--- src/rtl/mul_sequencer_pkg.sv ---
// Shared types, widths and helpers for the sequential MUL/IMUL execution stage.
package mul_sequencer_pkg;

  localparam int unsigned OP_W       = 16;
  localparam int unsigned BYTE_W     = 8;
  localparam int unsigned BYTE_RES_W = 16;
  localparam int unsigned RES_W      = 32;
  localparam int unsigned IDX_W      = 2;
  localparam int unsigned SHIFT_W    = 5;

  typedef enum logic [1:0] {
    ST_IDLE = 2'd0,
    ST_PP   = 2'd1,
    ST_SGN  = 2'd2,
    ST_DONE = 2'd3
  } state_t;

  // Left shift applied to the partial product of each byte pair.
  function automatic logic [SHIFT_W-1:0] pp_shift(input logic [IDX_W-1:0] idx);
    case (idx)
      2'd0:    return SHIFT_W'(0);
      2'd3:    return SHIFT_W'(16);
      default: return SHIFT_W'(8);
    endcase
  endfunction

endpackage

--- src/rtl/mul_sequencer_multiplier.sv ---
// Combinational 8x8 unsigned array multiplier fed one byte pair per cycle.
module mul_sequencer_multiplier (
  input  logic [7:0]  A,
  input  logic [7:0]  B,
  output logic [15:0] Mult
);

  assign Mult = 16'(A) * 16'(B);

endmodule

--- src/rtl/mul_sequencer.sv ---
// Multi-cycle 8086 MUL/IMUL stage: byte-pair partial products, sign fix-up, CF/OF.
module mul_sequencer
  import mul_sequencer_pkg::*;
#(
  parameter bit SIGNED_EN = 1'b1
) (
  input  logic        clk,
  input  logic        rst_n,
  input  logic        start,
  input  logic        word,
  input  logic        is_signed,
  input  logic [15:0] op_a,
  input  logic [15:0] op_b,
  output logic        busy,
  output logic        done,
  output logic [31:0] result,
  output logic        cf,
  output logic        of
);

  state_t state_q, state_d;

  logic [OP_W-1:0]  mag_a_q, mag_b_q;
  logic             neg_q, sgn_q, word_q;
  logic [IDX_W-1:0] pp_idx_q, pp_last_q;
  logic [RES_W-1:0] acc_q;
  logic             busy_d, done_d;

  logic             signed_c;
  logic [OP_W-1:0]  opnd_a_c, opnd_b_c, mag_a_c, mag_b_c;
  logic             neg_a_c, neg_b_c;
  logic [7:0]       mul_a_c, mul_b_c;
  logic [15:0]      mul_p_c;
  logic [RES_W-1:0] acc_sum_c, prod_c;
  logic             flag_c;

  // Operand magnitudes; byte operands are sign- or zero-extended to 16 bits first.
  assign signed_c = is_signed & SIGNED_EN;
  assign neg_a_c  = signed_c & (word ? op_a[15] : op_a[7]);
  assign neg_b_c  = signed_c & (word ? op_b[15] : op_b[7]);
  assign opnd_a_c = word ? op_a : {{BYTE_W{signed_c & op_a[7]}}, op_a[7:0]};
  assign opnd_b_c = word ? op_b : {{BYTE_W{signed_c & op_b[7]}}, op_b[7:0]};
  assign mag_a_c  = neg_a_c ? OP_W'(-opnd_a_c) : opnd_a_c;
  assign mag_b_c  = neg_b_c ? OP_W'(-opnd_b_c) : opnd_b_c;

  // Byte pair order: lo*lo, lo*hi, hi*lo, hi*hi.
  assign mul_a_c = pp_idx_q[1] ? mag_a_q[15:8] : mag_a_q[7:0];
  assign mul_b_c = pp_idx_q[0] ? mag_b_q[15:8] : mag_b_q[7:0];

  mul_sequencer_multiplier u_mult (
    .A    (mul_a_c),
    .B    (mul_b_c),
    .Mult (mul_p_c)
  );

  assign acc_sum_c = acc_q + (RES_W'(mul_p_c) << pp_shift(pp_idx_q));
  assign prod_c    = neg_q ? RES_W'(-acc_q) : acc_q;

  // CF/OF: upper half is not a plain zero/sign extension of the lower half.
  always_comb begin
    flag_c = 1'b0;
    if (word_q) begin
      flag_c = sgn_q ? (prod_c[31:16] != {16{prod_c[15]}}) : (prod_c[31:16] != 16'h0000);
    end else begin
      flag_c = sgn_q ? (prod_c[15:8] != {8{prod_c[7]}}) : (prod_c[15:8] != 8'h00);
    end
  end

  always_ff @(posedge clk or negedge rst_n) begin
    if (!rst_n) begin
      state_q <= ST_IDLE;
      busy    <= 1'b0;
      done    <= 1'b0;
    end else begin
      state_q <= state_d;
      busy    <= busy_d;
      done    <= done_d;
    end
  end

  always_comb begin
    state_d = state_q;
    busy_d  = 1'b0;
    done_d  = 1'b0;
    case (state_q)
      ST_IDLE: if (start) state_d = ST_PP;
      ST_PP:   if (pp_idx_q == pp_last_q) state_d = ST_SGN;
      ST_SGN:  state_d = ST_DONE;
      ST_DONE: state_d = ST_IDLE;
      default: state_d = ST_IDLE;
    endcase
    busy_d = (state_d == ST_PP) || (state_d == ST_SGN);
    done_d = (state_d == ST_DONE);
  end

  // Operand capture, accumulation and result/flag registers.
  always_ff @(posedge clk or negedge rst_n) begin
    if (!rst_n) begin
      mag_a_q   <= '0;
      mag_b_q   <= '0;
      neg_q     <= 1'b0;
      sgn_q     <= 1'b0;
      word_q    <= 1'b0;
      pp_idx_q  <= '0;
      pp_last_q <= '0;
      acc_q     <= '0;
      result    <= '0;
      cf        <= 1'b0;
      of        <= 1'b0;
    end else begin
      case (state_q)
        ST_IDLE: begin
          if (start) begin
            mag_a_q   <= mag_a_c;
            mag_b_q   <= mag_b_c;
            neg_q     <= neg_a_c ^ neg_b_c;
            sgn_q     <= signed_c;
            word_q    <= word;
            pp_idx_q  <= '0;
            pp_last_q <= word ? IDX_W'(3) : IDX_W'(0);
            acc_q     <= '0;
          end
        end
        ST_PP: begin
          acc_q    <= acc_sum_c;
          pp_idx_q <= pp_idx_q + IDX_W'(1);
        end
        ST_SGN: begin
          result <= word_q ? prod_c : {16'h0000, prod_c[BYTE_RES_W-1:0]};
          cf     <= flag_c;
          of     <= flag_c;
        end
        default: ;
      endcase
    end
  end

endmodule

--- config.mk ---
export PLATFORM = sky130hd
export DESIGN_NAME = mul_sequencer
export DESIGN_NICKNAME = d
export VERILOG_FILES = /design/src/rtl/mul_sequencer_pkg.sv /design/src/rtl/mul_sequencer_multiplier.sv /design/src/rtl/mul_sequencer.sv
export SDC_FILE = /design/constraint.sdc
export NUM_CORES = 1
export LEC_CHECK = 0
export ABC_AREA = 1
export BUFFER_PORTS_ARGS = -buffer_cell sky130_fd_sc_hd__buf_4
export CORE_MARGIN = 10
export CORE_UTILIZATION = 55
export CTS_CLUSTER_SIZE = 20
export DETAILED_ROUTE_END_ITERATION = 8
export HOLD_SLACK_MARGIN = 0.06
export MAX_ROUTING_LAYER = met4
export PLACE_DENSITY = 0.74
export SLEW_MARGIN = 20
export SYNTH_ARGS = -nofsm -noshare
export SYNTH_HDL_FRONTEND = slang
export SYNTH_HIERARCHICAL = 1
export SYNTH_SLANG_ARGS = --single-unit
export TNS_END_PERCENT = 1
--- constraint.sdc ---
create_clock -name clk -period 10.17 [get_ports clk]
set_input_delay 1.017 -clock clk [delete_from_list [all_inputs] [get_ports clk]]
set_output_delay 1.017 -clock clk [all_outputs]
set_load 0.01 [all_outputs]
Yosys cells after proc, flatten, opt, wreduce, memory -nomap -nowiden

Index checks and enable logic that the tools add are counted.

Logic and storage cells: 66
Register bits: 108
Input port bits: 37

Muxes and demuxes: 22
Reductions and logical operators: 8
Equality and inequality tests: 11
Bitwise logic cells: 5
$mul: 1
Shift operators: 1
$add $sub $neg: 5

Operators by type and width:

| cell                                          | number |
|---|---|
| 2-to-1 mux 32 bit                             | 3 |
| 2-to-1 mux 16 bit                             | 4 |
| one-hot mux 32 bit (2 select lines)           | 1 |
| adder 32 bit                                  | 1 |
| negation 16 bit                               | 2 |
| negation 32 bit                               | 1 |
| << shifter 16 x 5 -> 32 bit                   | 1 |
| multiplier 8 x 8 -> 16 bit                    | 1 |
| 2-to-1 mux 8 bit                              | 2 |
| inequality test 16 bit                        | 1 |
| nonzero test 16 bit                           | 1 |
| == test 2 bit, second input constant          | 5 |
| one-hot mux 5 bit (2 select lines)            | 1 |
| 2-to-1 mux 2 bit                              | 4 |
| inequality test 8 bit                         | 1 |
| one-hot mux 2 bit (4 select lines)            | 1 |
| nonzero test 8 bit                            | 1 |
| 2-to-1 mux 1 bit                              | 5 |
| AND 1 bit                                     | 4 |
| == test 2 x 1 -> 1 bit, second input constant | 2 |
| logical NOT 2 bit                             | 2 |
| one-hot mux 2 bit (2 select lines)            | 1 |
| AND reduction 2 bit                           | 2 |
| adder 2 x 1 -> 2 bit, second input constant   | 1 |
| 5 further kinds                               | 5 |

Depth between registers and ports, before layout

Depth in word-level cells: 5
Depth in mapped cells: 40

By module

The synthesis kept the hierarchy.

By module, submodules not included:

| module                   | times used | cells each | area an instance (um^2) | seq. area each (um^2) |
|---|---|---|---|---|
| mul_sequencer            | 1          | 1219       | 8122.8                  | 2652.5 |
| mul_sequencer_multiplier | 1          | 378        | 2424.8                  | 0.0 |

Least setup slack after synthesis

No wires, ideal clock.

Kind: flip-flop to flip-flop
From: register pp_idx_q[1]
To: register acc_q[30]
Required time: 10.043 ns
Slack: 4.269 ns
Data arrival time: 5.774 ns
Stages on the path, launching flop included: 38
Path through: dfrtp_1 clkbuf_1 clkinv_1 nand2_1 nand2_1 clkbuf_1 nand2_1 inv_1 fa_1 inv_1 fa_1 inv_1 fa_1 inv_1 fa_1 inv_1 ha_1 nand2_1 (+2 left out) nor2_2 nand2_2 nand3_2 nand2_1 nand2_1 inv_1 o21ai_0 inv_1 nor2_1 ha_1 a21oi_1 o21ai_0 nand2_1 nand2_1 a221oi_1 nand3_1 nand2_1 o22ai_1

Word-level cells in the longest chain between the ends: 5
Elaborated cells on any way between the ends: 8
Classes of those cells: add/sub: 1; mul: 1; eq/ne: 1; shift: 1; mux: 3; reduce/logical: 1

Ends and longest elaborated chain:

| element                             | RTL line                      | source |
|---|---|---|
| from (decl)                         | mul_sequencer.sv:25           | `logic [IDX_W-1:0] pp_idx_q, pp_last_q;` |
| from (signal assigned)              | mul_sequencer.sv:126          | `pp_idx_q <= pp_idx_q + IDX_W'(1);` |
| 2-to-1 mux 8 bit                    | mul_sequencer.sv:47           | `assign mul_a_c = pp_idx_q[1] ? mag_a_q[15:8] : mag_a_q[7:0];` |
| named net mul_a_c[5]                | mul_sequencer.sv:32           | `logic [7:0] mul_a_c, mul_b_c;` |
| multiplier 8 x 8 -> 16 bit          | mul_sequencer_multiplier.sv:8 | `assign Mult = 16'(A) * 16'(B);` |
| named net mul_p_c[15]               | mul_sequencer.sv:33           | `logic [15:0] mul_p_c;` |
| << shifter 16 x 5 -> 32 bit         | mul_sequencer.sv:56           | `assign acc_sum_c = acc_q + (RES_W'(mul_p_c) << pp_shift(pp_idx_q));` |
| adder 32 bit                        | mul_sequencer.sv:56           |  |
| one-hot mux 32 bit (2 select lines) | mul_sequencer.sv:111          | `case (state_q)` |
| to (signal assigned)                | mul_sequencer.sv:125          | `acc_q <= acc_sum_c;` |
| to (decl)                           | mul_sequencer.sv:26           | `logic [RES_W-1:0] acc_q;` |

The timed path passes the listed nets, and every way through them passes these cells.
A chain may end at the register's enable or synchronous reset.

Worst setup path after layout

From: register pp_idx_q[1]
To: register acc_q[26]

Same word-level chain as after synthesis.

==> reports/results.txt <==
Status: completed
Clock sinks: 106
Arrival @ worst endpoint: 7.25 ns
CP max stage delay: 0.82 ns
Placer congestion estimate: 1.045
Vias per inst: 5.390
Post-CTS Setup Bufs: 0
MaxCap Viol Count: 0
Dpl hpwl: 23.47 mm
Fill cell count: 1810
Crit path max-delay family: adder cells
Layout cells sized above 1: 0.09385
Reg clk slew, reported paths: 0.08 ns
# IOs: 73
Die Height: 158.5 um
Largest net degree at the start of global routing: 69
Crit share post-route: 0.6885
Drt first pass iters: 8
Clock Latency Late Sink: 0.37 ns
Final Hold Viols: 0
Largest fanout on the critical path: 11
First-pass GRT wire length: 47.74 mm
Site Rows: 50
WL per Instance: 15.37 um
Predominant post-synthesis flop cell: dfrtp_1
Post-CTS Hold Buffers: 0
Post-route ant nets: 0
Worst Max-Slew Pin Slew: 0.9282 ns
GRT Residual Overflow: 0
Core area: 18770 um^2
Area contributors post-synth: dfrtp_1 25%, nand2_1 16%, inv_1 9.1%
Util after Layout: 0.6137
Syn Std Cell Area: 10550 um^2
Synthesized area per cell: 6.605 um^2
FMAX: 142.8 MHz
CTS tree: done
EDFF count, synth: 0
Final Slew Violations: 0
CP endpoint kind: flip-flop
Post-layout minimum cycle time: 7.002 ns
Worst Hold Class: flip-flop to flip-flop
CP dominant cell by count: nand2_1
Antenna Cells: 0
Die X: 158.5 um
Cts bufs inserted: 9
Htree depth: 3
TNS Setup: 0 ns
Area share of the largest cell type after synthesis: 0.2515
Storage cell area: 2653 um^2
Via count: 10110
Starting Density: 0.5620
Buffers plus inverters on the worst setup path: 4
Initial antenna violation count: 0
Post-synth net total: 1743
Multi-input logic area: 6654 um^2
Yosys reg bits: 106
CP required: 10.42 ns
Worst Skew: 0.01137 ns
Critical path type: flip-flop to flip-flop
Slowest cell on crit path: o21ai_0
PortBufs: 72
Post-synth ARST share: 1.000
Final setup viols: 0
Post-CTS resize count: 0
RSZ-0062 raised after global routing: false
CTS root buffer: clkbuf_16
Synth area leader: dfrtp_1
Yosys warns: 6
Setup crit start kind: flip-flop
Area Growth Syn to Fin: 9.193%
Max-slew headroom: 0.3747
Deepest clock path buffer count: 2
Cells after synthesis: 1597
Sequential cell area fraction in the yosys report: 0.2515
Number of global-route vias before repair: 9826
Distinct cells, synth: 46
WL final: 28.82 mm
GRT Resource Usage Total: 0.2412
DRT iter0 DRCs: 618
Fin nets: 1782
# DRC: 0
Die area: 25120 um^2
[state kept, by name (all words and copies together), names as in the netlist]
name       cells
result        32
mag_a_q       16
acc_q         32
of             1
mag_b_q       16
neg_q          1
state_q        2
pp_last_q      1
done           1
pp_idx_q       2
busy           1
sgn_q          1
[final timing paths]
kind,from,end,slack (ns),cells past startpoint
worst max-delay path,pp_idx_q[1]$_DFFE_PN0P_,acc_q[26]$_DFFE_PN0P_,3.17,27
max in group asynchronous,rst_n,mag_a_q[1]$_DFFE_PN0P_,8.29,2
worst max register to register,pp_idx_q[1]$_DFFE_PN0P_,acc_q[26]$_DFFE_PN0P_,3.17,27
min in group asynchronous,rst_n,result[27]$_DFFE_PN0N_,0.63,1
worst min register to register,result[29]$_DFFE_PN0N_,result[29]$_DFFE_PN0N_,0.48,2
worst min-delay path,result[29]$_DFFE_PN0N_,result[29]$_DFFE_PN0N_,0.48,2
[metrics by stage]
stage | cell area [um^2] | std cells | hold slack [ns] | setup WS [ns]
after floorplan | 10550 | 1597 | 0.4476 | 4.269
after global placement | 11230 | 1859 | 0.4623 | 3.281
after detailed placement | 11230 | 1859 | 0.4678 | 3.244
after CTS | 11520 | 1875 | 0.4878 | 3.227
after global routing | 11520 | 1875 | 0.4995 | 2.576
final | 11520 | 1875 | 0.4844 | 3.168
[layout by cell type (no fill, tap or decap), types with 5 or more instances in the layout]
cell       count
o21ai_1       10
nand3_1       62
nor2_1       144
a21oi_1       76
nand4_1       14
nor2_2         9
dfrtp_1      106
ha_1          72
o22ai_1       15
clkbuf_16      9
nor3_1        15
buf_4         81
nand2_2       13
a21o_1         5
o21ai_0      130
xnor2_1       12
xor2_1        43
inv_1        255
fa_1          37
nand2_1      460
inv_2         15
[worst reg2reg max path, stage by stage (launching register included)]
cell and delay (ns):
dfrtp_1 0.55, clkinv_1 0.34, o21ai_0 0.82, nand2_1 0.11, inv_1 0.11, fa_1 0.42
fa_1 0.50, fa_1 0.49, inv_1 0.05, fa_1 0.49, inv_1 0.05, ha_1 0.35
nand2_1 0.09, nand2_1 0.08, a21oi_1 0.24, nand3_1 0.11, nand2_1 0.07, nand2_1 0.06
o21ai_0 0.25, nor2_1 0.08, ha_1 0.38, nand2_1 0.11, o21ai_0 0.31, a21oi_1 0.11
o311ai_0 0.39, a21oi_1 0.10, o21ai_0 0.13, o21ai_0 0.11
[layout make-up]
cell class / instances / area share
Inverter: 272 / 0.08865
Sequential cell: 106 / 0.2303
Clock buffer: 11 / 0.02108
Multi-Input combinational cell: 1166 / 0.5777
Timing Repair Buffer: 81 / 0.05280
Clock inverter: 5 / 0.004020
Tap cell: 234 / 0.02542
[cell usage after synthesis, types with 13 or more instances]
| master | number |
|---|---|
| fa_1 | 37 |
| inv_1 | 255 |
| nor3_1 | 15 |
| nand2_2 | 13 |
| nand2_1 | 460 |
| ha_1 | 72 |
| nand3_1 | 62 |
| a21oi_1 | 76 |
| inv_2 | 15 |
| clkbuf_1 | 43 |
| o21ai_0 | 131 |
| dfrtp_1 | 106 |
| o22ai_1 | 15 |
| xor2_1 | 43 |
| nor2_1 | 144 |
| nand4_1 | 14 |
[cell families (layout without fill, tap and decap cells)]
| logic type | count (synthesis) | count (layout) | share of synthesized area |
|---|---|---|---|
| AOI/OAI and AO/OA | 261 | 261 | 0.1337 |
| xor gates and xnor gates | 55 | 55 | 0.04567 |
| adders and majority gates | 109 | 109 | 0.1556 |
| buffers and inverters | 325 | 369 | 0.1177 |
| DFF | 106 | 106 | 0.2515 |
| muxes | 4 | 4 | 0.004270 |
| and+or+nand+nor | 737 | 737 | 0.2916 |
[layer usage]
metal	wire (um)	track usage	up-vias
li1	-	-	5091
met1	12220	0.2879	4659
met2	14650	0.4252	310
met3	1392	0.02644	46
met4	563	0.06308	0
met5	0	-	-
Power is left out: the tool's default activity adds up to more than one toggle a clock period on the data nets, which glitch-free logic cannot reach.
